<file path="config.mk">
export PLATFORM = sky130hd
export DESIGN_NAME = pdecoder_acc_flat
export DESIGN_NICKNAME = d
export VERILOG_FILES = /design/src/rtl/pdecoder_acc_pkg.sv /design/src/rtl/pdecoder_acc_if.sv /design/src/rtl/pdecoder_acc_pdecoder.sv /design/src/rtl/pdecoder_acc.sv /design/src/flat_wrapper.sv
export SDC_FILE = /design/constraint.sdc
export NUM_CORES = 1
export LEC_CHECK = 0
export ABC_AREA = 1
export CORE_MARGIN = 5
export CORE_UTILIZATION = 56
export DETAILED_ROUTE_END_ITERATION = 10
export PLACE_DENSITY = 0.86
export SLEW_MARGIN = 20
export SYNTH_ARGS = -nofsm -noshare
export SYNTH_HDL_FRONTEND = slang
export SYNTH_SLANG_ARGS = --single-unit
</file>
<file path="constraint.sdc">
create_clock -name clk -period 2.85 [get_ports clk]
set_input_delay 0.285 -clock clk [delete_from_list [all_inputs] [get_ports clk]]
set_output_delay 0.285 -clock clk [all_outputs]
set_load 0.01 [all_outputs]
</file>
<file path="src/rtl/pdecoder_acc_pkg.sv">
// pdecoder_acc_pkg
//   Shared definitions for the index-to-bitmap accumulator:
//   - DEF_WIDTH  : default bitmap width
//   - idx_width(): index width for a given bitmap width (never below 1)
//   - state_e    : accumulator FSM states
package pdecoder_acc_pkg;

  localparam int DEF_WIDTH = 127;

  // Index width needed to address every bit of a WIDTH-bit bitmap.
  function automatic int idx_width(input int width);
    if (width > 1) begin
      return $clog2(width);
    end else begin
      return 1;
    end
  endfunction

  typedef enum logic {
    ACCUM = 1'b0,   // collecting index beats into the mask
    HOLD  = 1'b1    // snapshot pending on the output side
  } state_e;

endpackage

</file>
<file path="src/rtl/pdecoder_acc_if.sv">
// pdecoder_acc_if
//   Bundles the index input stream, the snapshot output stream, flush and
//   status signals of pdecoder_acc.
//   slave  : the accumulator itself
//   master : the producer/consumer environment driving it
//   Signals: flush, in_valid/in_ready/in_idx/in_set/in_last,
//            mask, out_valid/out_ready/out_mask, err
interface pdecoder_acc_if
  import pdecoder_acc_pkg::*;
#(
  parameter int WIDTH = DEF_WIDTH
) ();

  localparam int IDXW = idx_width(WIDTH);

  logic             flush;
  logic             in_valid;
  logic             in_ready;
  logic [IDXW-1:0]  in_idx;
  logic             in_set;
  logic             in_last;
  logic [WIDTH-1:0] mask;
  logic             out_valid;
  logic             out_ready;
  logic [WIDTH-1:0] out_mask;
  logic             err;

  modport slave (
    input  flush, in_valid, in_idx, in_set, in_last, out_ready,
    output in_ready, mask, out_valid, out_mask, err
  );

  modport master (
    output flush, in_valid, in_idx, in_set, in_last, out_ready,
    input  in_ready, mask, out_valid, out_mask, err
  );

endinterface

</file>
<file path="src/rtl/pdecoder_acc_pdecoder.sv">
// pdecoder
//   Combinational binary-index to one-hot decoder (mirror of pencoder).
//   a : index, IDXW bits
//   o : one-hot bitmap, WIDTH bits; all zero when a is out of range
//   v : 1 when a < WIDTH
module pdecoder
  import pdecoder_acc_pkg::*;
#(
  parameter int WIDTH = DEF_WIDTH
) (
  input  logic [idx_width(WIDTH)-1:0] a,
  output logic [WIDTH-1:0]            o,
  output logic                        v
);

  localparam int IDXW = idx_width(WIDTH);
  // One extra bit so WIDTH itself is representable even when WIDTH == 2**IDXW.
  localparam logic [IDXW:0] WIDTH_L = (IDXW+1)'(WIDTH);

  assign v = ({1'b0, a} < WIDTH_L);

  // Decode: bit i is set only for an in-range index equal to i.
  always_comb begin
    o = '0;
    for (int i = 0; i < WIDTH; i++) begin
      o[i] = v && (a == IDXW'(i));
    end
  end

endmodule

</file>
<file path="src/rtl/pdecoder_acc.sv">
// pdecoder_acc
//   Accumulates a WIDTH-bit bitmap from a stream of (index, set/clear) beats.
//   A beat flagged last closes the frame: the updated mask is captured into
//   out_mask and offered on a valid/ready output, and the working mask
//   restarts from zero. While a snapshot is pending no beats are accepted.
//   Ports:
//     clk : clock, all state on posedge
//     rst : synchronous active-high reset
//     bus : pdecoder_acc_if slave modport (streams, flush, mask, err)
module pdecoder_acc
  import pdecoder_acc_pkg::*;
#(
  parameter int WIDTH = DEF_WIDTH
) (
  input  logic           clk,
  input  logic           rst,
  pdecoder_acc_if.slave  bus
);

  state_e           state_q, state_d;
  logic [WIDTH-1:0] mask_q, mask_d;
  logic [WIDTH-1:0] out_mask_q, out_mask_d;
  logic             out_valid_q, out_valid_d;
  logic             err_q, err_d;

  logic [WIDTH-1:0] oh_s;
  logic             in_range_s;
  logic             in_ready_s;
  logic             accept_s;
  logic [WIDTH-1:0] mask_upd_s;

  pdecoder #(.WIDTH(WIDTH)) u_dec (
    .a (bus.in_idx),
    .o (oh_s),
    .v (in_range_s)
  );

  // flush blocks acceptance so a flushed cycle never also loads a beat.
  assign in_ready_s = (state_q == ACCUM) && !bus.flush;
  assign accept_s   = bus.in_valid && in_ready_s;

  // Out-of-range indices decode to zero, so set/clear leave the mask untouched.
  assign mask_upd_s = bus.in_set ? (mask_q | oh_s) : (mask_q & ~oh_s);

  // Next-state, mask, snapshot and error logic.
  always_comb begin
    state_d     = state_q;
    mask_d      = mask_q;
    out_mask_d  = out_mask_q;
    out_valid_d = out_valid_q;
    err_d       = err_q;
    case (state_q)
      ACCUM: begin
        if (bus.flush) begin
          mask_d = '0;
        end else if (accept_s) begin
          err_d = err_q | !in_range_s;
          if (bus.in_last) begin
            out_mask_d  = mask_upd_s;
            mask_d      = '0;
            out_valid_d = 1'b1;
            state_d     = HOLD;
          end else begin
            mask_d = mask_upd_s;
          end
        end else begin
          mask_d = mask_q;
        end
      end
      HOLD: begin
        // mask is already zero here; flush keeps it so and leaves the snapshot alone.
        if (bus.flush) begin
          mask_d = '0;
        end else begin
          mask_d = mask_q;
        end
        if (bus.out_ready) begin
          out_valid_d = 1'b0;
          state_d     = ACCUM;
        end else begin
          out_valid_d = 1'b1;
        end
      end
      default: begin
        state_d     = ACCUM;
        mask_d      = '0;
        out_valid_d = 1'b0;
      end
    endcase
  end

  // State registers with synchronous reset.
  always_ff @(posedge clk) begin
    if (rst) begin
      state_q     <= ACCUM;
      mask_q      <= '0;
      out_mask_q  <= '0;
      out_valid_q <= 1'b0;
      err_q       <= 1'b0;
    end else begin
      state_q     <= state_d;
      mask_q      <= mask_d;
      out_mask_q  <= out_mask_d;
      out_valid_q <= out_valid_d;
      err_q       <= err_d;
    end
  end

  assign bus.in_ready  = in_ready_s;
  assign bus.mask      = mask_q;
  assign bus.out_valid = out_valid_q;
  assign bus.out_mask  = out_mask_q;
  assign bus.err       = err_q;

endmodule

</file>
<file path="src/flat_wrapper.sv">
// flat-port wrapper written by rule: the top's interface ports become plain ports
module pdecoder_acc_flat import pdecoder_acc_pkg::*;
#(
  parameter int WIDTH = DEF_WIDTH
)
  (clk, rst, bus_flush, bus_in_valid, bus_in_idx, bus_in_set, bus_in_last, bus_out_ready, bus_in_ready, bus_mask, bus_out_valid, bus_out_mask, bus_err);
  pdecoder_acc_if #(.WIDTH(WIDTH)) bus_i ();
  input  logic clk;
  input  logic rst;
  input wire logic [$bits(bus_i.flush)-1:0] bus_flush;
  input wire logic [$bits(bus_i.in_valid)-1:0] bus_in_valid;
  input wire logic [$bits(bus_i.in_idx)-1:0] bus_in_idx;
  input wire logic [$bits(bus_i.in_set)-1:0] bus_in_set;
  input wire logic [$bits(bus_i.in_last)-1:0] bus_in_last;
  input wire logic [$bits(bus_i.out_ready)-1:0] bus_out_ready;
  output wire logic [$bits(bus_i.in_ready)-1:0] bus_in_ready;
  output wire logic [$bits(bus_i.mask)-1:0] bus_mask;
  output wire logic [$bits(bus_i.out_valid)-1:0] bus_out_valid;
  output wire logic [$bits(bus_i.out_mask)-1:0] bus_out_mask;
  output wire logic [$bits(bus_i.err)-1:0] bus_err;
  assign bus_i.flush = bus_flush;
  assign bus_i.in_valid = bus_in_valid;
  assign bus_i.in_idx = bus_in_idx;
  assign bus_i.in_set = bus_in_set;
  assign bus_i.in_last = bus_in_last;
  assign bus_i.out_ready = bus_out_ready;
  assign bus_in_ready = bus_i.in_ready;
  assign bus_mask = bus_i.mask;
  assign bus_out_valid = bus_i.out_valid;
  assign bus_out_mask = bus_i.out_mask;
  assign bus_err = bus_i.err;
  pdecoder_acc #(.WIDTH(WIDTH)) u_core (.clk(clk), .rst(rst), .bus(bus_i));
endmodule
</file>
==> impl_metrics.csv, run 1 <==
group,metric,value,unit
logic_synthesis,syn-num-nets,2119,
routing,drt_iter0_drc,1443,
routing,vias,13800,
routing,ant_nets,0,
clock_network,cts-resized-gates,0,
logic_synthesis,synth_top_cell_by_area,"dfxtp_1",
clock_network,htree_levels,1,
critical_path,cp.arrival,2280,ps
power_and_ir_drop,vdd_drop_max,0.000613,V
sta,final-max-slew-violation-count,0,
global_routing,grt.overflow.total,0,
critical_path,crit_chain,"clkdlybuf4s50_1, inv_2, nand2_4, nor2_4, nand3_1, nand2_1, nand2_1, nand2_1, inv_1",
clock_network,insertion_delay,540,ps
layout,post-route-util,73.4,%
sta,hold_slack,257,ps
die,die-height,163,um
layout,nets,2307,
logic_synthesis,syn_inst,2105,
sta,clock_skew,8.89,ps
clock_network,clock-sinks,257,
critical_path,worst-path-max-fanout,16,
flow_run,cap_violations,0,
logic_synthesis,yosysTopAreaCellShare,39.4,%
critical_path,timing_worst_setup_path_type,"in -> reg",
logic_synthesis,synth_seq_cells,257,
die,row_count,55,
outcome,status,"finished clean",
critical_path,r2r-start,"u_core.state_q",
clock_network,clock-root-buffer,"clkbuf_16",
logic_synthesis,syn_avg_cell_area,6.20,um^2
sta,rsz0062_at_grt,"no",
sta,fin_crit_sh,64.6,%
power_and_ir_drop,power_leakage,7.06,nW
critical_path,cp_data_required_time,3280,ps
placement,portBuffers,270,
clock_network,cts_tree,"done",
critical_path,crit_top_cell,"nand2_1",
critical_path,crit_path_top_delay_cell,"nor2_4",
clock_network,numCtsBuffers,28,
sta,final_hold_viol_count,0,
sta,setup_viol,0,
logic_synthesis,synth_warnings,0,
clock_network,cts_buffer_depth,3,
logic_synthesis,synth.area.top_cells,"dfxtp_1 (39%), nand2_1 (22%), nand3_1 (9.9%)",
placement,gp_congestion,0.843,
sta,fmax,543,MHz
global_routing,grt_pass1_vias,12900,
sta,fin_tns_setup,0,ps
clock_network,postCtsSetupRepairBufs,0,
min_path,worstHoldPathType,"in -> reg",
layout,final_area,16700,um^2
layout,final_common_cell,"nand2_1",
clock_network,clk_pin_slew_worst_paths,60,ps
critical_path,cp-start-kind,"input pin",
placement,place_area,15700,um^2
global_routing,antenna_found_initial,3,
routing,first_pass_iters,5,
routing,wl,42100,um
layout,area_delta_synth_final,28.1,%
die,coreArea,22800,um^2
min_path,min_from,"rst",
layout,layout_common_cells,"nand2_1 (758), clkdlybuf4s50_1 (269), nor2_1 (260), nand3_1 (258)",
routing,viasPerCell,5.26,
clock_network,postCtsHoldBufs,0,
power_and_ir_drop,p_per_area,515,nW/um^2
die,pin_count,271,
global_routing,grt_first_pass_wirelength,66500,um
die,die_w,163,um
routing,wl_per_cell,16.0,um
logic_synthesis,syn_area,13100,um^2
global_routing,grt_max_degree,129,
sta,relSlewSlack,49.5,%
critical_path,critical-path-max-stage-delay,600,ps
logic_synthesis,ys_seq_area_share,39.4,%
routing,drc_errors,0,
critical_path,critPathCaptureType,"flop",
layout,nFillCells,1816,
sta,worst_pin_slew,756,ps
die,start_util,57.3,%
logic_synthesis,synth.distinct_cells,21,
critical_path,crit_buf_inv,3,
placement,post-dp-hpwl,26500,um
global_routing,grt_use_total,30.6,%
sta,period_needed,1840,ps
placement,dp_slack,597,ps
die,die_area,26500,um^2
critical_path,crit_family,"simple AND/OR/NAND/NOR gates",
critical_path,worstSetupStartpoint,"bus_in_idx[0]",
layout,drive_above_1_share,5.01,%
sta,worst_slack,1010,ps
## cells in the mapped netlist
library cell and instances:
a21oi_1 128, a21oi_4 1, a31oi_1 1, buf_1 11, buf_2 53, buf_4 19
buf_6 16, clkbuf_1 39, dfxtp_1 257, inv_1 258, inv_2 7, nand2_1 758
nand2_2 1, nand2_4 8, nand3_1 258, nor2_1 261, nor2_2 7, nor2_4 16
o21ai_0 1, o21ai_1 1, o21bai_1 4
## through the flow
stage | std cells | power [mW]
floorplan | 2105 | 4.33
global placement | 2576 | 4.67
detailed placement | 2576 | 4.68
CTS | 2627 | 8.62
global route | 2629 | 8.87
finish | 2629 | 8.61
## metal layers
layer | part of all wire (%) | vias up | track usage (%)
met4 | 5.7 | 2 | 15.6
met1 | 39 | 6293 | 37.9
met3 | 9.5 | 143 | 7.77
met5 | 0.031 | - | 0
met2 | 46 | 646 | 49.4
li1 | - | 6756 | -
## state kept, by name, indices dropped and copies added, names as in the netlist
| signal | count |
|---|---|
| u_core.bus.mask | 127 |
| u_core.bus.err | 1 |
| u_core.bus.out_valid | 1 |
| u_core.state_q | 1 |
| u_core.bus.out_mask | 127 |
## cells by family after synthesis
| kind of cell | count (synthesis) | synth area share [%] |
|---|---|---|
| and+or+nand+nor | 1309 | 41.6 |
| DFF | 257 | 39.4 |
| buffers and inverters | 403 | 13.6 |
| AOI/OAI and AO/OA | 136 | 5.39 |
## where the power goes
group          total (mW)  switching (mW)  internal (mW)  leakage [nW]
Sequential           3.74          0.0547           3.68          2.08
Combinational       0.884           0.565          0.319          4.47
Clock                3.99            1.49           2.50         0.502
## layout make-up
class / count / area, um^2 / area share [%]
clock inverters: 7 / 140 / 0.838
inverters: 265 / 997 / 5.96
clock buffers: 44 / 892 / 5.34
diodes: 2 / 5.00 / 0.0299
well taps: 313 / 392 / 2.34
flip-flops and latches: 257 / 5140 / 30.8
repair buffers: 296 / 3000 / 18.0
multi-input cells: 1445 / 6150 / 36.8
## worst paths after layout
check                           slack, ps  cells after the start                      end
worst max-delay path                 1010                      9  u_core.bus.out_mask[54]
worst max register to register       1100                      6      u_core.bus.mask[82]
worst min register to register        470                      2           u_core.bus.err
worst min-delay path                  260                      2     u_core.bus.mask[107]
## worst register-to-register path, stage by stage (launching register included)
cell	delay (ps)
dfxtp_1	320
nor2_2	130
nand2_2	130
nor2_4	400
buf_4	390
nand3_1	150
a21oi_1	150
Note: power is estimated with default switching activity, not from simulation.
==> inputs of run 2 (changes only) <==
--- a/config.mk
+++ b/config.mk
@@ -7,9 +7,9 @@
 export LEC_CHECK = 0
 export ABC_AREA = 1
 export CORE_MARGIN = 5
-export CORE_UTILIZATION = 56
+export CORE_UTILIZATION = 52
 export DETAILED_ROUTE_END_ITERATION = 10
-export PLACE_DENSITY = 0.86
+export PLACE_DENSITY = 0.81
 export SLEW_MARGIN = 20
 export SYNTH_ARGS = -nofsm -noshare
 export SYNTH_HDL_FRONTEND = slang
==> constraint.sdc (replaced) <==
create_clock -name clk -period 1.9 [get_ports clk]
set_input_delay 0.19 -clock clk [delete_from_list [all_inputs] [get_ports clk]]
set_output_delay 0.19 -clock clk [all_outputs]
set_load 0.01 [all_outputs]
==> run 2 against run 1 <==
Against the previous run:
- register-to-register slack worse by 710 ps
- non-clock buffer count grew 50
- die area grew 7.2%
- flip-flop and latch count stayed put
- first-iteration DRC count increased by 3.8%
==> impl_metrics.csv, run 2 (synthesis results as in run 1) <==
group,metric,value,unit
clock_network,clk_pin_slew_worst_paths,70,ps
sta,worst_pin_slew,541,ps
sta,fin_tns_setup,0,ps
sta,period_needed,1760,ps
outcome,status,"finished clean",
die,row_count,58,
critical_path,worst-path-max-fanout,2,
global_routing,grt_first_pass_wirelength,68500,um
sta,fmax,570,MHz
min_path,min_from,"rst",
layout,nFillCells,2102,
layout,finalNonFillerCells,2694,
routing,drc_errors,0,
critical_path,rr_worst_depth,5,
routing,first_pass_iters,5,
sta,setup_viol,0,
critical_path,timing_worst_setup_path_type,"reg -> out",
critical_path,cp_data_required_time,1710,ps
sta,clock_skew,9.60,ps
placement,dp_slack,11.1,ps
sta,relSlewSlack,63.9,%
clock_network,htree_levels,1,
global_routing,antenna_found_initial,4,
layout,nets,2357,
layout,drive_above_1_share,6.85,%
die,die_w,168,um
sta,hold_slack,101,ps
die,coreArea,25000,um^2
critical_path,critPathCaptureType,"primary output",
clock_network,clock-sinks,257,
die,start_util,52.3,%
routing,wl_per_cell,16.0,um
layout,final_area,17500,um^2
sta,final_hold_viol_count,0,
sta,rsz0062_at_grt,"no",
power_and_ir_drop,power_leakage,7.41,nW
layout,area_delta_synth_final,34.1,%
clock_network,cts_buffer_depth,3,
sta,fin_crit_sh,92.4,%
placement,portBuffers,270,
clock_network,numCtsBuffers,28,
die,pin_count,271,
routing,ant_nets,0,
critical_path,cp.arrival,1570,ps
min_path,worstHoldPathType,"in -> reg",
routing,drt_iter0_drc,1498,
critical_path,r2r-start,"u_core.state_q",
critical_path,cp-start-kind,"flop",
clock_network,cts-resized-gates,0,
critical_path,r2r-end,"u_core.bus.mask[97]",
placement,post-dp-hpwl,29000,um
power_and_ir_drop,vdd_drop_max,0.000634,V
critical_path,crit_path_top_delay_cell,"clkdlybuf4s50_1",
die,die_area,28400,um^2
global_routing,grt_use_total,29.4,%
global_routing,grt_pass1_vias,13400,
routing,wl,43000,um
layout,diodes,0,
min_path,holdPathStages,2,
clock_network,postCtsSetupRepairBufs,0,
placement,gp_congestion,0.856,
routing,vias,14100,
clock_network,clock-root-buffer,"clkbuf_16",
routing,viasPerCell,5.22,
critical_path,crit_chain,"nor2_2, clkdlybuf4s50_1",
layout,final_common_cell,"nand2_1",
layout,layout_common_cells,"nand2_1 (758), clkdlybuf4s50_1 (269), nor2_1 (260), nand3_1 (258)",
die,die-height,168,um
clock_network,postCtsHoldBufs,0,
placement,placedCellCount,2643,
clock_network,insertion_delay,550,ps
critical_path,critical-path-max-stage-delay,550,ps
global_routing,grt_max_degree,60,
flow_run,cap_violations,0,
clock_network,cts_tree,"done",
min_path,holdPathEnd,"u_core.bus.mask[108]",
sta,worst_slack,145,ps
power_and_ir_drop,p_per_area,718,nW/um^2
sta,final-max-slew-violation-count,0,
placement,place_area,16600,um^2
critical_path,r2r_setup_slack,390,ps
global_routing,grt.overflow.total,0,
==> run 2: worst max path at each step <==
stage,from,end,slack [ps],depth (start not counted)
2_1_floorplan,u_core.state_q,u_core.bus.out_mask[63],560,8
5_1_grt,u_core.state_q,bus_in_ready,80,2
3_5_place_dp,bus_in_idx[0],u_core.bus.mask[32],10,9
6_report,u_core.state_q,bus_in_ready,140,2
4_1_cts,u_core.state_q,bus_in_ready,120,2
3_3_place_gp,bus_in_idx[1],u_core.bus.out_mask[0],40,10
==> run 2: worst max-delay path: cells and delay by family (launching register included) <==
family        cells  cell delay [ps]
buf+inv           1              550
flops             1              330
simple gates      1              140
==> run 2: final cells by class <==
cell class | instances | area [um^2] | area share (%)
clock buffers | 45 | 866 | 4.95
clock inverters | 6 | 55.1 | 0.315
inverters | 265 | 997 | 5.70
multi-input cells | 1445 | 6150 | 35.1
flip-flops and latches | 257 | 5140 | 29.4
well taps | 330 | 413 | 2.36
repair buffers | 346 | 3880 | 22.2
==> run 2: layer usage <==
metal,GRT usage [%],up-vias,wire [um]
met2,47.9,625,19700
met4,16.8,8,2710
li1,-,6872,-
met3,7.57,159,4200
met1,35.2,6406,16300
met5,0,-,57
==> run 2: where the power goes <==
| group | internal, mW | switching, mW | leakage, nW |
|---|---|---|---|
| Combinational | 0.599 | 0.869 | 4.86 |
| Sequential | 5.53 | 0.0806 | 2.08 |
| Clock | 3.23 | 2.26 | 0.458 |
| Total | 9.36 | 3.21 | 7.41 |
==> run 2: metrics by stage <==
| step | util (%) | power (mW) |
|---|---|---|
| after floorplan | - | 6.50 |
| after global placement | 66.4 | 7.15 |
| after detailed placement | 66.4 | 7.18 |
| after CTS | 70.1 | 12.6 |
| after global routing | 70.1 | 13.0 |
| final | 70.1 | 12.6 |
